### src/rtl/seg7_pkg.sv
// Shared definitions for the seven-segment scan decoder.
//   SEG_0..SEG_F : active-low segment codes {g,f,e,d,c,b,a} for hex digits
//   state_t      : frame-assembly FSM states (HUNT, COLLECT, COMMIT)
//   seg_decode   : maps a 7-bit segment pattern to {ok, nibble}; ok=0 for
//                  any pattern that is not one of the sixteen hex glyphs
package seg7_pkg;

   localparam logic [6:0] SEG_0 = 7'h40;
   localparam logic [6:0] SEG_1 = 7'h79;
   localparam logic [6:0] SEG_2 = 7'h24;
   localparam logic [6:0] SEG_3 = 7'h30;
   localparam logic [6:0] SEG_4 = 7'h19;
   localparam logic [6:0] SEG_5 = 7'h12;
   localparam logic [6:0] SEG_6 = 7'h02;
   localparam logic [6:0] SEG_7 = 7'h78;
   localparam logic [6:0] SEG_8 = 7'h00;
   localparam logic [6:0] SEG_9 = 7'h10;
   localparam logic [6:0] SEG_A = 7'h08;
   localparam logic [6:0] SEG_B = 7'h03;
   localparam logic [6:0] SEG_C = 7'h46;
   localparam logic [6:0] SEG_D = 7'h21;
   localparam logic [6:0] SEG_E = 7'h06;
   localparam logic [6:0] SEG_F = 7'h0E;

   typedef enum logic [1:0] {
      HUNT    = 2'd0,
      COLLECT = 2'd1,
      COMMIT  = 2'd2
   } state_t;

   function automatic logic [4:0] seg_decode(input logic [6:0] pat);
      logic [4:0] res;
      case (pat)
         SEG_0:   res = {1'b1, 4'h0};
         SEG_1:   res = {1'b1, 4'h1};
         SEG_2:   res = {1'b1, 4'h2};
         SEG_3:   res = {1'b1, 4'h3};
         SEG_4:   res = {1'b1, 4'h4};
         SEG_5:   res = {1'b1, 4'h5};
         SEG_6:   res = {1'b1, 4'h6};
         SEG_7:   res = {1'b1, 4'h7};
         SEG_8:   res = {1'b1, 4'h8};
         SEG_9:   res = {1'b1, 4'h9};
         SEG_A:   res = {1'b1, 4'hA};
         SEG_B:   res = {1'b1, 4'hB};
         SEG_C:   res = {1'b1, 4'hC};
         SEG_D:   res = {1'b1, 4'hD};
         SEG_E:   res = {1'b1, 4'hE};
         SEG_F:   res = {1'b1, 4'hF};
         default: res = 5'h00;
      endcase
      return res;
   endfunction

endpackage

### src/rtl/seg7_settle.sv
// Input conditioning for the display port: registers the raw anode/cathode
// lines, counts how long the registered sample has been unchanged and emits
// a single-cycle digit event once a one-hot-low anode pattern has held for
// STABLE_CYCLES consecutive samples.
//   clock, reset : system clock, asynchronous active-high reset
//   anode        : raw active-low digit enables
//   cathode      : raw active-low segments {g,f,e,d,c,b,a}
//   digit_evt    : one-cycle pulse, at most once per dwell
//   digit_idx    : index of the enabled digit (valid with digit_evt)
//   pattern      : settled cathode pattern (valid with digit_evt)
module seg7_settle import seg7_pkg::*; #(
   parameter int STABLE_CYCLES = 16
) (
   input  logic       clock,
   input  logic       reset,
   input  logic [3:0] anode,
   input  logic [6:0] cathode,
   output logic       digit_evt,
   output logic [1:0] digit_idx,
   output logic [6:0] pattern
);

   localparam logic [7:0] STABLE = 8'(STABLE_CYCLES);

   logic [3:0] anode_q;
   logic [6:0] cathode_q;
   logic [7:0] cnt_q, cnt_d;
   logic       evt_q, evt_d;
   logic [1:0] idx_q, idx_dec;
   logic [6:0] pat_q;
   logic       onehot;

   always_comb begin
      onehot  = 1'b1;
      idx_dec = 2'd0;
      case (anode_q)
         4'b1110: idx_dec = 2'd0;
         4'b1101: idx_dec = 2'd1;
         4'b1011: idx_dec = 2'd2;
         4'b0111: idx_dec = 2'd3;
         default: onehot  = 1'b0;
      endcase
   end

   // cnt_q is the number of consecutive samples equal to {anode_q,cathode_q}.
   // A new sample that differs restarts the run at 1.
   always_comb begin
      if ({anode, cathode} != {anode_q, cathode_q}) begin
         cnt_d = 8'd1;
      end else if (cnt_q < STABLE) begin
         cnt_d = cnt_q + 8'd1;
      end else begin
         cnt_d = cnt_q;
      end
      // Fire only on the transition into saturation so a long dwell yields
      // exactly one event.
      evt_d = onehot && (cnt_d == STABLE) && (cnt_q != STABLE);
   end

   always_ff @(posedge clock or posedge reset) begin
      if (reset) begin
         anode_q   <= 4'hF;
         cathode_q <= 7'h7F;
         cnt_q     <= 8'd0;
         evt_q     <= 1'b0;
         idx_q     <= 2'd0;
         pat_q     <= 7'h7F;
      end else begin
         anode_q   <= anode;
         cathode_q <= cathode;
         cnt_q     <= cnt_d;
         evt_q     <= evt_d;
         idx_q     <= idx_dec;
         pat_q     <= cathode_q;
      end
   end

   assign digit_evt = evt_q;
   assign digit_idx = idx_q;
   assign pattern   = pat_q;

endmodule

### src/rtl/seg7_scan_decoder.sv
// Passive monitor for a multiplexed 4-digit seven-segment display. Settled
// digit captures are decoded to nibbles and assembled in digit order 0..3;
// each complete frame updates the 16-bit value.
//   clock, reset   : system clock, asynchronous active-high reset
//   anode[3:0]     : active-low digit enables, anode[0] = value[3:0]
//   cathode[6:0]   : active-low segments {g,f,e,d,c,b,a}
//   value[15:0]    : last complete frame
//   frame_valid    : one-cycle pulse when value is updated
//   value_changed  : pulse with frame_valid when the new frame differs
//   seg_err        : pulse on capture of an undecodable pattern
//   seq_err        : pulse on an out-of-order digit
//   stalled        : level, no digit event for TIMEOUT_CYCLES cycles
// Handshake: there is none; the block only observes. Every output pulse is
// a registered one-cycle strobe and value is stable whenever frame_valid is.
module seg7_scan_decoder import seg7_pkg::*; #(
   parameter int STABLE_CYCLES  = 16,
   parameter int TIMEOUT_CYCLES = 1048576
) (
   input  logic        clock,
   input  logic        reset,
   input  logic [3:0]  anode,
   input  logic [6:0]  cathode,
   output logic [15:0] value,
   output logic        frame_valid,
   output logic        value_changed,
   output logic        seg_err,
   output logic        seq_err,
   output logic        stalled
);

   localparam int TW = $clog2(TIMEOUT_CYCLES + 1);
   localparam logic [TW-1:0] TMO = TW'(TIMEOUT_CYCLES);

   logic       digit_evt;
   logic [1:0] digit_idx;
   logic [6:0] pattern;

   seg7_settle #(.STABLE_CYCLES(STABLE_CYCLES)) u_settle (
      .clock     (clock),
      .reset     (reset),
      .anode     (anode),
      .cathode   (cathode),
      .digit_evt (digit_evt),
      .digit_idx (digit_idx),
      .pattern   (pattern)
   );

   state_t        state_q, state_d;
   logic [1:0]    next_idx_q, next_idx_d;
   logic [15:0]   nib_q, nib_d;
   logic [15:0]   value_q, value_d;
   logic          fv_q, fv_d;
   logic          vc_q, vc_d;
   logic          se_q, se_d;
   logic          qe_q, qe_d;
   logic [TW-1:0] tmo_q, tmo_d;
   logic          stalled_q;

   logic [4:0]    dec;
   logic          dec_ok;
   logic [3:0]    dec_nib;
   logic [1:0]    last_idx;
   logic [15:0]   frame;

   assign dec      = seg_decode(pattern);
   assign dec_ok   = dec[4];
   assign dec_nib  = dec[3:0];
   // In COLLECT the last stored digit is always the one before next_idx.
   assign last_idx = next_idx_q - 2'd1;
   assign frame    = {dec_nib, nib_q[11:0]};

   always_comb begin
      state_d    = state_q;
      next_idx_d = next_idx_q;
      nib_d      = nib_q;
      value_d    = value_q;
      fv_d       = 1'b0;
      vc_d       = 1'b0;
      se_d       = 1'b0;
      qe_d       = 1'b0;
      if (state_q == COMMIT) begin
         state_d = HUNT;
      end
      if (digit_evt) begin
         if (!dec_ok) begin
            // A bad glyph always wins over any sequence handling.
            se_d    = 1'b1;
            state_d = HUNT;
         end else if (state_q == COLLECT) begin
            if (digit_idx == next_idx_q) begin
               nib_d[{digit_idx, 2'b00} +: 4] = dec_nib;
               if (digit_idx == 2'd3) begin
                  value_d = frame;
                  fv_d    = 1'b1;
                  vc_d    = (frame != value_q);
                  state_d = COMMIT;
               end else begin
                  next_idx_d = next_idx_q + 2'd1;
               end
            end else if (digit_idx == last_idx) begin
               // Same digit shown again: nothing new to store.
               state_d = COLLECT;
            end else if (digit_idx == 2'd0) begin
               qe_d       = 1'b1;
               nib_d[3:0] = dec_nib;
               next_idx_d = 2'd1;
            end else begin
               qe_d    = 1'b1;
               state_d = HUNT;
            end
         end else if (digit_idx == 2'd0) begin
            // HUNT (or the trailing COMMIT cycle): digit 0 opens a frame.
            nib_d[3:0] = dec_nib;
            next_idx_d = 2'd1;
            state_d    = COLLECT;
         end
      end
   end

   always_comb begin
      if (digit_evt) begin
         tmo_d = '0;
      end else if (tmo_q == TMO) begin
         tmo_d = tmo_q;
      end else begin
         tmo_d = tmo_q + 1'b1;
      end
   end

   always_ff @(posedge clock or posedge reset) begin
      if (reset) begin
         state_q    <= HUNT;
         next_idx_q <= 2'd0;
         nib_q      <= 16'h0000;
         value_q    <= 16'h0000;
         fv_q       <= 1'b0;
         vc_q       <= 1'b0;
         se_q       <= 1'b0;
         qe_q       <= 1'b0;
         tmo_q      <= '0;
         stalled_q  <= 1'b0;
      end else begin
         state_q    <= state_d;
         next_idx_q <= next_idx_d;
         nib_q      <= nib_d;
         value_q    <= value_d;
         fv_q       <= fv_d;
         vc_q       <= vc_d;
         se_q       <= se_d;
         qe_q       <= qe_d;
         tmo_q      <= tmo_d;
         stalled_q  <= (tmo_d == TMO);
      end
   end

   assign value         = value_q;
   assign frame_valid   = fv_q;
   assign value_changed = vc_q;
   assign seg_err       = se_q;
   assign seq_err       = qe_q;
   assign stalled       = stalled_q;

endmodule
### config.mk
export PLATFORM = sky130hd
export DESIGN_NAME = seg7_scan_decoder
export DESIGN_NICKNAME = d
export VERILOG_FILES = /design/src/rtl/seg7_pkg.sv /design/src/rtl/seg7_settle.sv /design/src/rtl/seg7_scan_decoder.sv
export SDC_FILE = /design/constraint.sdc
export NUM_CORES = 1
export LEC_CHECK = 0
export BUFFER_PORTS_ARGS = -buffer_cell sky130_fd_sc_hd__buf_2
export CORE_MARGIN = 2
export CORE_UTILIZATION = 25
export DETAILED_ROUTE_END_ITERATION = 6
export HOLD_SLACK_MARGIN = 0.08
export PLACE_DENSITY = 0.46
export REMOVE_ABC_BUFFERS = 1
export SKIP_LAST_GASP = 1
export SYNTH_ARGS = -nofsm -noshare
export SYNTH_HDL_FRONTEND = slang
export SYNTH_HIERARCHICAL = 1
export SYNTH_SLANG_ARGS = --single-unit
### constraint.sdc
create_clock -name clock -period 2.6 [get_ports clock]
set_clock_uncertainty 0.2 [all_clocks]
set_input_delay 0.52 -clock clock [delete_from_list [all_inputs] [get_ports clock]]
set_output_delay 0.52 -clock clock [all_outputs]
set_load 0.05 [all_outputs]
==> flow_summary.yaml <==
finish:
  post-route-util: 0.327
  area_growth_pct: 27.7
  fill_cells: 1821
  insertedDiodeCount: 0
  final_nets: 567
  layout.cells.non_filler: 780
  drive_above_1_share: 0.305
synth:
  yosysTopAreaCellShare: 0.373
  yosys_register_bits: 87
  yosysTopAreaCell: "dfrtp_1"
  async_flop_share: 1.00
  synth_area_per_cell_um2: 10.2
  ys_seq_area_frac: 0.475
  synth_area_leaders: "dfrtp_1 (37%), dfstp_2 (10%), xnor2_1 (5.5%), xor2_1 (4.5%), mux2_2 (3.9%)"
  yosysUniqueCellTypes: 62
  syn-cell-area_um2: 4630
  dominantRegCellSynth: "dfrtp_1"
  synth_cells: 455
  yosys_warnings: 6
  synth_edf_count: 0
power:
  peakVddDrop_uv: 309
  leakage_uw: 0.00258
  finalPower_uw: 2840
  power_density_nw_per_um2: 480
clock_tree:
  clock_sinks: 87
  clkTransAtPathRegs_ns: 0.07
  cts_tree: "yes"
  clk_latency_ns: 0.35
  cts.htree.levels: 3
  cts.path.max_buffers: 2
  cts_inserted_buffers: 9
  cts_root_buf: "clkbuf_16"
run:
  maxCapViolCount: 0
worst_hold_path:
  holdPathEnd: "u_settle/anode_q[0]$_DFF_PP1_"
  holdPathStages: 1
  worstHoldStart: "anode[0]"
  min_path_type: "primary input to flip-flop"
grt:
  grt_max_degree: 59
  antenna_found_initial: 0
  grt_usage: 0.114
  grt_pass1_vias: 3562
  grt-ovfl-total: 0
  grt_pass1_wl_um: 17900
worst_setup_path:
  slowest_stage: "or4_4"
  endpoint_kind: "flip-flop"
  path_cells: "ha_2 > nand2_2 > or3_4 > or4_4 > a21oi_4 > or4b_4 > nor4_4"
  slowest_delay_ns: 0.50
  cp.arrival_ns: 2.60
  r2r-start: "tmo_q[0]$_DFF_PP0_"
  worst-path-max-fanout: 2
  worstPathRequired_ns: 2.65
  r2r_end: "stalled$_DFF_PP0_"
  ff2ff_path_depth: 7
  reg2reg_slack_ns: 0.05
  setup.worst_path.start_class: "flip-flop"
  worst-setup-path-type: "flip-flop to flip-flop"
routing:
  via_count: 3616
  drt_iter0_drc: 210
  vias_per_cell: 4.64
  final_antenna_net_count: 0
  postRouteWirelength_um: 10800
  wire_per_inst_um: 13.8
  remaining_drc_errors: 0
  firstDrtPassIters: 4
place:
  dp_cells: 746
  gp_congestion: 0.856
  dp_hpwl_um: 7710
  port_buffers: 33
  preCtsSetupSlack_ns: -0.0589
floorplan:
  die_w_um: 140
  die_y_um: 140
  core_area_um2: 18100
  rows: 49
  io_pins: 34
  die_area_um2: 19600
  start_util: 0.256
sta:
  holdWs_ns: 0.0965
  slew_viol_final: 0
  layout_setup_ws_ns: 0.0520
  rsz0062_at_grt: "true"
  finalSetupViolations: 0
  worst_slew_pin_slew_ns: 0.666
  slew_headroom: 0.555
  fin_crit_sh: 0.980
  fmax_mhz: 392
  hold_viol_final: 0
  timing.final.crit_period_ns: 2.55
outcome:
  status: "finished clean"
==> synth_stat cells (4+ instances only) <==
cell / instances
dfrtp_1: 69
nor2_1: 47
o21ai_0: 30
xnor2_1: 29
nand2_1: 24
xor2_1: 24
dfstp_2: 18
inv_1: 16
mux2_2: 16
a21oi_1: 15
nor3_1: 15
nand3_1: 14
clkbuf_1: 13
nand4_1: 10
ha_1: 8
o41ai_1: 8
nand2b_1: 7
nor4_1: 7
buf_2: 5
and3_1: 4
and3b_1: 4
nor4_2: 4
or3_1: 4
==> routing by layer <==
layer / wire length, um / GRT usage / up-vias
li1: - / - / 1820
met1: 5330 / 0.157 / 1722
met2: 4970 / 0.176 / 58
met3: 265 / 0.0195 / 16
met4: 220 / 0.0521 / 0
met5: 0 / 0 / -
==> state kept, by name, indices dropped and copies added (netlist names) <==
signal,flops
u_settle/digit_evt,1
nib_q,12
tmo_q,21
u_settle/cnt_q,8
u_settle/pattern,7
u_settle/anode_q,4
state_q,2
seq_err,1
u_settle/digit_idx,2
next_idx_q,2
stalled,1
value_changed,1
frame_valid,1
seg_err,1
value,16
u_settle/cathode_q,7
==> where the power goes <==
group | leakage, uW | internal (uW) | switching, uW | total (uW)
sequential | 0.00113 | 1380 | 24.4 | 1410
combinational | 0.00131 | 79.5 | 97.4 | 177
clock | 0.000140 | 666 | 590 | 1260
total | 0.00258 | 2130 | 712 | 2840
==> cells by family (layout without fill, tap and decap cells) <==
logic type,count (synthesis),count (layout),share of synthesized area
fa+ha+maj,8,8,0.0216
simple gates,174,174,0.217
compound gates,77,77,0.108
buf+inv,37,133,0.0329
xor+xnor,53,53,0.100
flops,87,87,0.475
mux,19,19,0.0454
==> cell type report <==
type / instances / area [um2] / share of cell area
inverter: 17 / 63.8 / 0.0108
clock inverter: 6 / 51.3 / 0.00867
sequential: 87 / 2200 / 0.372
tap: 229 / 287 / 0.0484
timing repair buffer: 100 / 711 / 0.120
clock buffer: 10 / 229 / 0.0387
multi-input combinational: 331 / 2370 / 0.401
==> through the flow <==
stage	TNS, ns	area, um2
CTS	-0.00692	5770
global placement	-0.0374	5390
finish	0	5910
global route	-0.0342	5910
detailed placement	-0.438	5390
floorplan	-14.39	4540
==> placed cells by master, fill, tap and decap left out, types with 6 or more instances in the layout <==
master	n
nand4_1	10
ha_1	7
dfrtp_1	69
buf_4	53
mux2_2	16
clkbuf_16	9
buf_2	33
nor4_1	6
nor2_1	46
nand2_1	23
inv_1	15
nor3_1	14
xor2_1	24
o21ai_0	27
a21oi_1	14
xnor2_1	29
dfstp_2	18
nand2b_1	7
dlygate4sd3_1	11
nand3_1	14
o41ai_1	8
==> worst max path at each step <==
stage / cells past startpoint / to / slack [ns] / startpoint
6_report: 7 / stalled$_DFF_PP0_ / 0.05 / tmo_q[0]$_DFF_PP0_
5_1_grt: 7 / stalled$_DFF_PP0_ / -0.03 / tmo_q[1]$_DFF_PP0_
4_1_cts: 7 / value_changed$_DFF_PP0_ / -0.007 / u_settle/pattern[1]$_DFF_PP1_
3_5_place_dp: 7 / value_changed$_DFF_PP0_ / -0.06 / u_settle/pattern[1]$_DFF_PP1_
3_3_place_gp: 7 / value_changed$_DFF_PP0_ / -0.04 / u_settle/pattern[1]$_DFF_PP1_
2_1_floorplan: 7 / value[0]$_DFFE_PP0P_ / -0.74 / u_settle/pattern[1]$_DFF_PP1_
==> worst max-delay path: cells and delay by family (launching register included) <==
kind	cells	cell delay, ns
and+or+nand+nor	5	1.54
DFF	1	0.35
AOI/OAI and AO/OA	1	0.16
adders and majority gates	1	0.19
==> repair_timing <==
action	CTS	global route
buffers inserted	0	7
endpoints found under the hold margin	66	2
hold buffers	9	2
setup endpoints to repair	13	18
gates resized for setup	4	16
No activity file was read; power rests on OpenSTA's default activity.
